### src/rtl/uart_pkg.sv
// Shared constants for the UART frame transmitter: state encodings, parity modes
// and the baud divider.
package uart_pkg;

  localparam logic [2:0] ST_IDLE   = 3'd0;
  localparam logic [2:0] ST_LOAD   = 3'd1;
  localparam logic [2:0] ST_START  = 3'd2;
  localparam logic [2:0] ST_DATA   = 3'd3;
  localparam logic [2:0] ST_PARITY = 3'd4;
  localparam logic [2:0] ST_STOP   = 3'd5;

  localparam logic PAR_EVEN = 1'b0;
  localparam logic PAR_ODD  = 1'b1;

  function automatic int baud_div(input int clk_freq, input int bps);
    return clk_freq / bps;
  endfunction

endpackage

### src/rtl/uart_frame_tx_if.sv
// Host-side bundle of the frame transmitter: payload and request in, status and
// serial line out.
interface uart_frame_tx_if #(
  parameter int PAYLOAD_BYTES = 3
);
  logic [8*PAYLOAD_BYTES-1:0] payload_data;
  logic                       send_req;
  logic                       busy;
  logic                       frame_done;
  logic                       tx;

  modport master (output payload_data, send_req, input  busy, frame_done, tx);
  modport slave  (input  payload_data, send_req, output busy, frame_done, tx);
endinterface

### src/rtl/uart_byte_tx.sv
// One-byte UART serialiser. Accepting a new byte in the last stop-bit cycle lets
// bytes run back to back with no idle gap.
module uart_byte_tx
  import uart_pkg::*;
#(
  parameter int BIT_CYC    = 10,
  parameter bit PARITY_EN  = 1'b0,
  parameter bit PARITY_ODD = 1'b0
) (
  input  logic       clk_i,
  input  logic       rst_n_i,
  input  logic [7:0] data_i,
  input  logic       valid_i,
  output logic       ready_o,
  output logic       tx_o
);
  localparam int   CW       = $clog2(BIT_CYC);
  localparam logic PAR_INIT = PARITY_ODD ? PAR_ODD : PAR_EVEN;

  logic [2:0]    state_q, state_d;
  logic [CW-1:0] baud_q, baud_d;
  logic [2:0]    bit_q, bit_d;
  logic [7:0]    sh_q, sh_d;
  logic          par_q, par_d;
  logic          tx_q, tx_d;
  logic          bit_end;

  assign bit_end = (baud_q == CW'(BIT_CYC - 1));
  assign ready_o = (state_q == ST_IDLE) || ((state_q == ST_STOP) && bit_end);
  assign tx_o    = tx_q;

  always_comb begin
    state_d = state_q;
    bit_d   = bit_q;
    sh_d    = sh_q;
    par_d   = par_q;
    tx_d    = tx_q;
    baud_d  = ((state_q == ST_IDLE) || bit_end) ? '0 : baud_q + CW'(1);
    if (ready_o && valid_i) begin
      state_d = ST_START;
      tx_d    = 1'b0;
      sh_d    = data_i;
      par_d   = (^data_i) ^ PAR_INIT;
      bit_d   = '0;
    end else if (bit_end) begin
      case (state_q)
        ST_START: begin
          state_d = ST_DATA;
          tx_d    = sh_q[0];
        end
        ST_DATA: begin
          if (bit_q == 3'd7) begin
            if (PARITY_EN) begin
              state_d = ST_PARITY;
              tx_d    = par_q;
            end else begin
              state_d = ST_STOP;
              tx_d    = 1'b1;
            end
          end else begin
            bit_d = bit_q + 3'd1;
            sh_d  = {1'b0, sh_q[7:1]};
            tx_d  = sh_q[1];
          end
        end
        ST_PARITY: begin
          state_d = ST_STOP;
          tx_d    = 1'b1;
        end
        default: begin
          state_d = ST_IDLE;
          tx_d    = 1'b1;
        end
      endcase
    end
  end

  always_ff @(posedge clk_i or negedge rst_n_i) begin
    if (!rst_n_i) begin
      state_q <= ST_IDLE;
      baud_q  <= '0;
      bit_q   <= '0;
      sh_q    <= '0;
      par_q   <= 1'b0;
      tx_q    <= 1'b1;
    end else begin
      state_q <= state_d;
      baud_q  <= baud_d;
      bit_q   <= bit_d;
      sh_q    <= sh_d;
      par_q   <= par_d;
      tx_q    <= tx_d;
    end
  end

endmodule

### src/rtl/uart_frame_tx.sv
// Telemetry framer: header, snapshotted payload and optional checksum sent as one
// UART burst on a timer tick and/or explicit request.
module uart_frame_tx
  import uart_pkg::*;
#(
  parameter int         UART_BPS      = 115200,
  parameter int         CLK_FREQ      = 50_000_000,
  parameter int         PAYLOAD_BYTES = 3,
  parameter logic [7:0] HEADER        = 8'hA5,
  parameter bit         CHECKSUM_EN   = 1'b1,
  parameter bit         PARITY_EN     = 1'b0,
  parameter bit         PARITY_ODD    = 1'b0,
  parameter int         PERIOD_MS     = 1000
) (
  input  logic          sys_clk,
  input  logic          sys_rst_n,
  uart_frame_tx_if.slave bus
);
  localparam int BIT_CYC    = baud_div(CLK_FREQ, UART_BPS);
  localparam int PERIOD_CYC = (CLK_FREQ / 1000) * PERIOD_MS;
  localparam int NBYTES     = PAYLOAD_BYTES + 1 + int'(CHECKSUM_EN);
  localparam int IW         = $clog2(NBYTES + 1);

  if (BIT_CYC < 4) begin : g_chk_baud
    $error("uart_frame_tx: BIT_CYC below 4");
  end
  if (PAYLOAD_BYTES < 1 || PAYLOAD_BYTES > 16) begin : g_chk_len
    $error("uart_frame_tx: PAYLOAD_BYTES out of range 1..16");
  end

  logic tick;

  if (PERIOD_MS > 0) begin : g_timer
    localparam int TW = (PERIOD_CYC > 1) ? $clog2(PERIOD_CYC) : 1;
    logic [TW-1:0] tmr_q;
    assign tick = (tmr_q == TW'(PERIOD_CYC - 1));
    always_ff @(posedge sys_clk or negedge sys_rst_n) begin
      if (!sys_rst_n) tmr_q <= '0;
      else if (tick)  tmr_q <= '0;
      else            tmr_q <= tmr_q + TW'(1);
    end
  end else begin : g_no_timer
    assign tick = 1'b0;
  end

  logic [2:0]                 state_q, state_d;
  logic                       pend_q, pend_d;
  logic [IW-1:0]              idx_q, idx_d;
  logic [8*PAYLOAD_BYTES-1:0] snap_q, snap_d;
  logic [7:0]                 csum_q, csum_d;
  logic                       done_q, done_d;
  logic                       busy_q;
  logic [7:0]                 csum_sum;
  logic [7:0]                 byte_dat;
  logic                       byte_vld, byte_rdy, byte_tx;
  logic                       trig;

  assign trig = tick | bus.send_req;

  always_comb begin
    csum_sum = HEADER;
    for (int i = 0; i < PAYLOAD_BYTES; i++)
      csum_sum = csum_sum + bus.payload_data[8*i +: 8];
  end

  // idx_q is the wire position of the byte being offered to the byte engine
  always_comb begin
    byte_dat = HEADER;
    for (int i = 0; i < PAYLOAD_BYTES; i++)
      if (idx_q == IW'(i + 1)) byte_dat = snap_q[8*i +: 8];
    if (idx_q == IW'(PAYLOAD_BYTES + 1)) byte_dat = csum_q;
  end

  // The framer parks in ST_DATA while the byte engine walks START..STOP
  always_comb begin
    state_d  = state_q;
    pend_d   = pend_q;
    idx_d    = idx_q;
    snap_d   = snap_q;
    csum_d   = csum_q;
    done_d   = 1'b0;
    byte_vld = 1'b0;
    case (state_q)
      ST_IDLE: begin
        if (trig || pend_q) begin
          state_d = ST_LOAD;
          pend_d  = 1'b0;
          idx_d   = '0;
        end
      end
      ST_LOAD: begin
        if (trig) pend_d = 1'b1;
        byte_vld = 1'b1;
        snap_d   = bus.payload_data;
        csum_d   = csum_sum;
        idx_d    = IW'(1);
        state_d  = ST_DATA;
      end
      default: begin
        if (trig) pend_d = 1'b1;
        byte_vld = (idx_q < IW'(NBYTES));
        if (byte_rdy) begin
          if (byte_vld) begin
            idx_d = idx_q + IW'(1);
          end else begin
            state_d = ST_IDLE;
            done_d  = 1'b1;
          end
        end
      end
    endcase
  end

  always_ff @(posedge sys_clk or negedge sys_rst_n) begin
    if (!sys_rst_n) begin
      state_q <= ST_IDLE;
      pend_q  <= 1'b0;
      idx_q   <= '0;
      snap_q  <= '0;
      csum_q  <= '0;
      done_q  <= 1'b0;
      busy_q  <= 1'b0;
    end else begin
      state_q <= state_d;
      pend_q  <= pend_d;
      idx_q   <= idx_d;
      snap_q  <= snap_d;
      csum_q  <= csum_d;
      done_q  <= done_d;
      busy_q  <= (state_d != ST_IDLE);
    end
  end

  uart_byte_tx #(
    .BIT_CYC    (BIT_CYC),
    .PARITY_EN  (PARITY_EN),
    .PARITY_ODD (PARITY_ODD)
  ) u_byte (
    .clk_i   (sys_clk),
    .rst_n_i (sys_rst_n),
    .data_i  (byte_dat),
    .valid_i (byte_vld),
    .ready_o (byte_rdy),
    .tx_o    (byte_tx)
  );

  assign bus.tx         = byte_tx;
  assign bus.busy       = busy_q;
  assign bus.frame_done = done_q;

endmodule

### src/flat_wrapper.sv
// flat-port wrapper written by rule: the top's interface ports become plain ports
module uart_frame_tx_flat import uart_pkg::*;
#(
  parameter int         UART_BPS      = 115200,
  parameter int         CLK_FREQ      = 50_000_000,
  parameter int         PAYLOAD_BYTES = 3,
  parameter logic [7:0] HEADER        = 8'hA5,
  parameter bit         CHECKSUM_EN   = 1'b1,
  parameter bit         PARITY_EN     = 1'b0,
  parameter bit         PARITY_ODD    = 1'b0,
  parameter int         PERIOD_MS     = 1000
)
  (sys_clk, sys_rst_n, bus_payload_data, bus_send_req, bus_busy, bus_frame_done, bus_tx);
  uart_frame_tx_if #(.PAYLOAD_BYTES(PAYLOAD_BYTES)) bus_i ();
  input  logic sys_clk;
  input  logic sys_rst_n;
  input wire logic [$bits(bus_i.payload_data)-1:0] bus_payload_data;
  input wire logic [$bits(bus_i.send_req)-1:0] bus_send_req;
  output wire logic [$bits(bus_i.busy)-1:0] bus_busy;
  output wire logic [$bits(bus_i.frame_done)-1:0] bus_frame_done;
  output wire logic [$bits(bus_i.tx)-1:0] bus_tx;
  assign bus_i.payload_data = bus_payload_data;
  assign bus_i.send_req = bus_send_req;
  assign bus_busy = bus_i.busy;
  assign bus_frame_done = bus_i.frame_done;
  assign bus_tx = bus_i.tx;
  uart_frame_tx #(.UART_BPS(UART_BPS), .CLK_FREQ(CLK_FREQ), .PAYLOAD_BYTES(PAYLOAD_BYTES), .HEADER(HEADER), .CHECKSUM_EN(CHECKSUM_EN), .PARITY_EN(PARITY_EN), .PARITY_ODD(PARITY_ODD), .PERIOD_MS(PERIOD_MS)) u_core (.sys_clk(sys_clk), .sys_rst_n(sys_rst_n), .bus(bus_i));
endmodule
### config.mk
export PLATFORM = sky130hd
export DESIGN_NAME = uart_frame_tx_flat
export DESIGN_NICKNAME = d
export VERILOG_FILES = /design/src/rtl/uart_pkg.sv /design/src/rtl/uart_frame_tx_if.sv /design/src/rtl/uart_byte_tx.sv /design/src/rtl/uart_frame_tx.sv /design/src/flat_wrapper.sv
export SDC_FILE = /design/constraint.sdc
export NUM_CORES = 1
export LEC_CHECK = 0
export ABC_AREA = 1
export CAP_MARGIN = 0
export CORE_ASPECT_RATIO = 1.1
export CORE_MARGIN = 4
export CORE_UTILIZATION = 55
export CTS_CLUSTER_DIAMETER = 80
export DETAILED_ROUTE_END_ITERATION = 10
export PLACE_DENSITY = 0.81
export SLEW_MARGIN = 10
export SYNTH_ARGS = -nofsm -noshare
export SYNTH_HDL_FRONTEND = slang
export SYNTH_SLANG_ARGS = --single-unit
### constraint.sdc
create_clock -name sys_clk -period 3.35 [get_ports sys_clk]
set_input_delay 0.335 -clock sys_clk [delete_from_list [all_inputs] [get_ports sys_clk]]
set_output_delay 0.335 -clock sys_clk [all_outputs]
set_load 0.005 [all_outputs]
==> results of run 1 <==
## cell type report
class	count	area share, %
inverter	112	7.05
tap	117	2.44
timing repair buffer	31	5.05
clock inverter	2	0.584
sequential	91	38.0
clock buffer	12	2.75
multi-input combinational	494	44.1
## sequential cells by signal (all words and copies together) (netlist names), 8 cells and up
name and flops:
u_core.u_byte.baud_q 9, u_core.csum_q 8, u_core.snap_q 24, u_core.u_byte.sh_q 8
u_core.g_timer.tmr_q 26
## per-stage QoR
| step | utilization, % | hold WS (ns) | total power, mW | area [sq um] |
|---|---|---|---|---|
| finish | 63.5 | -0.00421 | 2.25 | 6000 |
| global route | 63.5 | 0.0708 | 2.36 | 6000 |
| CTS | 63.5 | 0.0344 | 2.26 | 6000 |
| detailed placement | 61.4 | 0.429 | 1.50 | 5800 |
| global placement | 61.4 | 0.430 | 1.49 | 5800 |
| floorplan | - | 0.0394 | 1.39 | 5380 |
## power groups by stage
stage               sequential, mW  clock [mW]  combinational (mW)
floorplan                     1.20           0               0.196
global placement              1.20           0               0.287
detailed placement            1.21           0               0.298
CTS                           1.18       0.782               0.299
global route                  1.19       0.829               0.345
finish                        1.18       0.765               0.296
## metal layers
metal	GRT usage, %	vias to the layer above	part of all wire [%]
li1	-	2248	-
met1	28.2	2089	44
met2	36.5	102	49
met3	3.57	19	4.7
met4	6.39	0	1.9
met5	0	-	0
## cell usage after synthesis (2+ instances only)
library cell  instances  area, sq um
xnor2_1               5         43.8
nand3_1              44          220
nand2_1             206          773
nand2_2               6         37.5
clkbuf_1              6         22.5
nor2_4                4         45.0
a31oi_1               4         25.0
nor2_1               72          270
o21ai_0              16         80.1
nor2_8                2         40.0
fa_1                  7          140
nor3_1               15         75.1
o21ai_1              25          125
dfrtp_1              90         2250
ha_1                 24          300
nand2_4               4         45.0
nor2_2                5         31.3
a21oi_1              11         55.1
nor3_2                3         30.0
inv_2                11         41.3
nor4_1                3         18.8
or2_2                 8         50.1
inv_1                99          372
nand3b_1              2         15.0
nand4_1               4         25.0
xor2_1               16          140
## worst register-to-register path: stages (launching register included)
cell and delay (ns):
dfrtp_1 0.46, ha_1 0.29, nand3_1 0.23, nor4_1 0.23, nand3_1 0.10, nor2_1 0.65, nor2_1 0.12
## cells by family (layout without fill, tap and decap cells)
logic type / count (synthesis) / in the layout
AND/OR/NAND/NOR: 382 / 382
XOR/XNOR: 21 / 21
adder cells (fa/ha/maj): 31 / 31
flip-flops: 91 / 91
AO/OA/AOI/OAI: 60 / 60
buffers and inverters: 120 / 157
## how the worst max path moves through the flow
stage	startpoint	to	slack, ns	cells past startpoint
floorplan	bus_payload_data[1]	u_core.csum_q[7]$_DFFE_PN0P_	0.97	14
global placement	bus_payload_data[1]	u_core.csum_q[7]$_DFFE_PN0P_	0.38	15
detailed placement	bus_payload_data[1]	u_core.csum_q[7]$_DFFE_PN0P_	0.34	15
CTS	bus_payload_data[1]	u_core.csum_q[7]$_DFFE_PN0P_	0.72	15
global route	bus_payload_data[1]	u_core.csum_q[7]$_DFFE_PN0P_	0.56	15
finish	bus_payload_data[1]	u_core.csum_q[5]$_DFFE_PN0P_	0.71	11
==> flow_summary.yaml, run 1 <==
finish:
  final_cell_mix: "nand2_1, inv_1, dfrtp_1"
  nNetsFinal: 797
  layoutNonFillerInstCount: 859
  n_antenna_cell: 0
  drive_above_1_share_pct: 8.49
  fillers: 844
  final_common_cell: "nand2_1"
  area_growth_pct: 11.4
  regArea_sq_um: 2280
  multi_input_area_sq_um: 2650
sta:
  clock_skew_ns: 0.00677
  fin_crit_sh_pct: 78.8
  min_period_ns: 2.64
  timing.final.ws_setup_ns: 0.709
  fmax_ghz: 0.379
  hold_viol_final: 3
  slew_headroom_pct: 44.4
  whs_ns: -0.00421
  worstMarginPinSlew_ns: 0.831
  rsz0062_at_grt: "no"
  report.final.slew_viol_count: 0
  setup_viol: 0
  finalSetupTns_ns: 0
power:
  seq_power_share_pct: 52.7
  vdd_drop_max_mv: 0.252
  p_sw_share_pct: 25.2
  power_frac_clock_pct: 34.1
  p_sw_mw: 0.565
  combPwrFrac_pct: 13.2
  p_int_mw: 1.68
  p_leak_nw: 3.09
  p_per_area_nw_per_um2: 375
cts:
  cts_resized: 0
  cts_htree_levels: 3
  clock_sinks: 91
  hold_buffers: 0
  clk_path_buf_depth: 2
  cts_setup_buffers: 0
  cts_root_buffer: "clkbuf_8"
  cts_inserted_buffers: 9
  insertion_delay_ns: 0.36
  cts_tree: "yes"
  clkTransAtPathRegs_ns: 0.09
worst_setup_path:
  path_buf_inv: 4
  r2r-start: "u_core.g_timer.tmr_q[0]$_DFF_PN0_"
  worst_path_most_repeated_cell: "inv_1"
  path_max_fanout: 3
  worstPathArrival_ns: 2.85
  rr_endpoint: "u_core.g_timer.tmr_q[20]$_DFF_PN0_"
  slowest_stage: "fa_1"
  rr_worst_depth: 6
  critical-path-top-delay-family: "adder cells"
  worst_setup_path_start_kind: "input pin"
  r2r_setup_slack_ns: 1.13
  cpPeakStageDelay_ns: 0.53
  worstPathCellList: "clkdlybuf4s50_1 -> inv_1 -> fa_1 -> inv_1 -> ha_1 -> ha_1 -> fa_1 -> inv_1 -> o21ai_0 -> xnor2_1 -> o21ai_0"
  endpoint_kind: "flop"
  worst-setup-path-type: "input pin to flop"
  cp.required_ns: 3.56
global_route:
  grt_pass1_wl_um: 20000
  grt_max_degree: 55
  antenna_found_initial: 0
  grt_pass1_vias: 4570
  grt_overflow: 0
  grt_usage_pct: 21.6
logic_synthesis:
  synth_area_sq_um: 5380
  yosys.area_share.simple_pct: 31.7
  syn-num-nets: 763
  synth-xor-area-share_pct: 3.42
  synth-main-ff-cell: "dfrtp_1"
  yosysWarnings: 0
  synth-adder-area-share_pct: 8.18
  ys_async_sr_fraction_pct: 100
  syn_avg_cell_area_sq_um: 7.63
  ys_types: 39
  synth_mux_area_share_pct: 0
  ys_ff_latch: 91
  synth_top_family_by_area: "simple AND/OR/NAND/NOR gates"
  yosysSeqAreaShare_pct: 42.3
  syn_inst: 705
  synth_edf_count: 0
  synth_compound_area_share_pct: 5.84
detailed_routing:
  drc_errors: 0
  drtPass1Iterations: 5
  routed_wl_um: 11200
  drt_iter0_drc: 253
  via_per_inst: 5.19
  vias: 4458
  antenna_left: 0
  wl_per_cell_um: 13.0
die:
  die_w_um: 102
  die_area_sq_um: 11400
  row_count: 37
  pin_count: 30
  start_util_pct: 57.0
  core_area_sq_um: 9440
  die_h_um: 112
run_status:
  violations: "hold timing"
  status: "finished with violations"
placement:
  placed_cells: 845
  gp_congestion: 0.958
  dp_hpwl_um: 8540
  port-buffer-count: 29
  post-place-ws_ns: 0.342
run:
  cap_violations: 0
hold_path:
  hp-class: "input pin to async pin"
Note: power is estimated with default switching activity, not from simulation.
==> inputs of run 2 (changes only) <==
==> constraint.sdc (replaced) <==
create_clock -name sys_clk -period 2.7 [get_ports sys_clk]
set_input_delay 0.27 -clock sys_clk [delete_from_list [all_inputs] [get_ports sys_clk]]
set_output_delay 0.27 -clock sys_clk [all_outputs]
set_load 0.005 [all_outputs]
==> run 2 against run 1 <==
The run now ends clean. Clock skew increased by 0.0045 ns. Critical path depth grew 4. Critical endpoint is now u_core.csum_q[7]$_DFFE_PN0P_. Utilization increased by 2.0 points. Via count increased by 2.1%. Worst setup slack got worse by 0.51 ns. Combinational power grew 41%. Largest cell class unchanged. Die area is the same. Global-route usage grew 0.16 points.
==> flow_summary.yaml, run 2 (synthesis gave the netlist of run 1 again) <==
worst_setup_path:
  cp.required_ns: 2.97
  worst-setup-path-type: "input pin to flop"
  rr_endpoint: "u_core.g_timer.tmr_q[22]$_DFF_PN0_"
  critical-path-top-delay-family: "adder cells"
  r2r-start: "u_core.g_timer.tmr_q[0]$_DFF_PN0_"
  worst_path_most_repeated_cell: "inv_1"
  rr_worst_depth: 7
  worstPathArrival_ns: 2.77
  path_buf_inv: 6
  cpPeakStageDelay_ns: 0.53
  slowest_stage: "fa_1"
  endpoint_kind: "flop"
  r2r_setup_slack_ns: 0.66
  worstPathCellList: "clkdlybuf4s50_1 -> inv_1 -> fa_1 -> inv_1 -> ha_1 -> ha_1 -> fa_1 -> inv_1 -> nor3_1 -> inv_1 -> nand3_1 -> inv_1 -> nand2_1 -> nand3_1 -> nand2_1"
  path_max_fanout: 2
  worst_setup_path_start_kind: "input pin"
finish:
  fin_util_pct: 65.5
  final_common_cell: "nand2_1"
  area_growth_pct: 15.0
  fillers: 841
  top_register: "u_core.g_timer.tmr_q"
  nNetsFinal: 812
  fin_area_sq_um: 6190
  largest_reg_flops: 26
  drive_above_1_share_pct: 10.3
  n_antenna_cell: 0
  regArea_sq_um: 2280
  multi_input_area_sq_um: 2650
  reg_top3: "u_core.g_timer.tmr_q: 26 flops, u_core.snap_q: 24 flops, u_core.u_byte.baud_q: 9 flops"
  final_cell_mix: "nand2_1, inv_1, dfrtp_1"
power:
  power_frac_clock_pct: 38.9
  p_leak_nw: 3.19
  p_per_area_nw_per_um2: 501
  seq_power_share_pct: 47.6
  vdd_drop_max_mv: 0.367
  combPwrFrac_pct: 13.5
  p_int_mw: 2.34
  p_sw_mw: 0.753
  p_sw_share_pct: 24.3
sta:
  timing.final.ws_setup_ns: 0.199
  slew_headroom_pct: 47.8
  worstMarginPinSlew_ns: 0.782
  whs_ns: 0.457
  hold_viol_final: 0
  setup_viol: 0
  fin_crit_sh_pct: 92.6
  finalSetupTns_ns: 0
  report.final.slew_viol_count: 0
  fmax_ghz: 0.400
  clock_skew_ns: 0.0113
  min_period_ns: 2.50
  rsz0062_at_grt: "no"
die:
  die_area_sq_um: 11400
  row_count: 37
  core_area_sq_um: 9440
  start_util_pct: 57.0
  die_w_um: 102
  pin_count: 30
  die_h_um: 112
run_status:
  status: "finished, final reports clean"
detailed_routing:
  routed_wl_um: 11600
  drt_iter0_drc: 222
  wl_per_cell_um: 13.2
  drc_errors: 0
  drtPass1Iterations: 5
  antenna_left: 0
  via_per_inst: 5.20
  vias: 4552
cts:
  cts_tree: "yes"
  clkTransAtPathRegs_ns: 0.09
  clock_sinks: 91
  cts_setup_buffers: 0
  cts_resized: 0
  cts_htree_levels: 3
  cts_inserted_buffers: 9
  insertion_delay_ns: 0.38
  clk_path_buf_depth: 2
  cts_root_buffer: "clkbuf_8"
global_route:
  grt_overflow: 0
  grt_usage_pct: 21.7
  grt_pass1_wl_um: 20000
  antenna_found_initial: 0
  grt_pass1_vias: 4524
  grt_max_degree: 53
placement:
  gp_congestion: 0.922
  port-buffer-count: 29
  post-place-ws_ns: -0.181
  place_area_sq_um: 5910
  dp_hpwl_um: 8830
hold_path:
  hp-class: "input pin to async pin"
run:
  cap_violations: 0
## run 2: changes by cell type in the layout (fill, tap and decap cells not counted)
| cell | previous run | this run |
|---|---|---|
| buf_12 | 0 | 1 |
| buf_4 | 3 | 16 |
| bufinv_16 | 1 | 4 |
| clkbuf_1 | 0 | 1 |
| clkbuf_8 | 12 | 9 |
| clkinv_2 | 1 | 0 |
| clkinvlp_4 | 0 | 1 |
| dlygate4sd3_1 | 0 | 1 |
| inv_6 | 0 | 1 |
## run 2: worst max-delay path by stage
| stage | start | to | slack, ns | depth (start not counted) |
|---|---|---|---|---|
| after global placement | bus_payload_data[1] | u_core.csum_q[7]$_DFFE_PN0P_ | -0.16 | 15 |
| final | bus_payload_data[1] | u_core.csum_q[7]$_DFFE_PN0P_ | 0.20 | 15 |
| after detailed placement | bus_payload_data[1] | u_core.csum_q[7]$_DFFE_PN0P_ | -0.18 | 15 |
| after floorplan | bus_payload_data[1] | u_core.csum_q[7]$_DFFE_PN0P_ | 0.38 | 14 |
| after CTS | bus_payload_data[1] | u_core.csum_q[7]$_DFFE_PN0P_ | 0.22 | 15 |
| after global routing | bus_payload_data[1] | u_core.csum_q[7]$_DFFE_PN0P_ | 0.02 | 15 |
## run 2: timing repair
| action | 4_1_cts | 5_1_grt |
|---|---|---|
| endpoints found under the hold margin | 50 | 0 |
| hold buffers | 1 | 0 |
| setup endpoints to repair | 0 | 0 |
## run 2: area by class of cell
type | count | area share [%]
clock buffers | 10 | 2.06
clock inverters | 6 | 2.20
inverters | 112 | 6.84
multi-input cells | 494 | 42.8
flip-flops and latches | 91 | 36.8
well taps | 117 | 2.37
repair buffers | 46 | 6.96
## run 2: through the flow
stage	cells	power, mW
after floorplan	705	1.73
after global placement	859	1.89
after detailed placement	859	1.92
after CTS	876	3.13
after global routing	876	3.24
final	876	3.10
## run 2: per-layer routing
metal / wire (um) / track usage [%] / vias to the layer above
li1: - / - / 2285
met1: 5120 / 27.6 / 2150
met2: 5810 / 36.3 / 100
met3: 464 / 3.51 / 17
met4: 200 / 9.27 / 0
met5: 0 / 0 / -
## run 2: power groups by stage
stage                     combinational, mW  clock (mW)  sequential, mW
after floorplan                       0.243           0            1.48
after global placement                0.400           0            1.49
after detailed placement              0.419           0            1.50
after CTS                             0.423        1.23            1.47
after global routing                  0.479        1.28            1.48
final                                 0.418        1.21            1.47
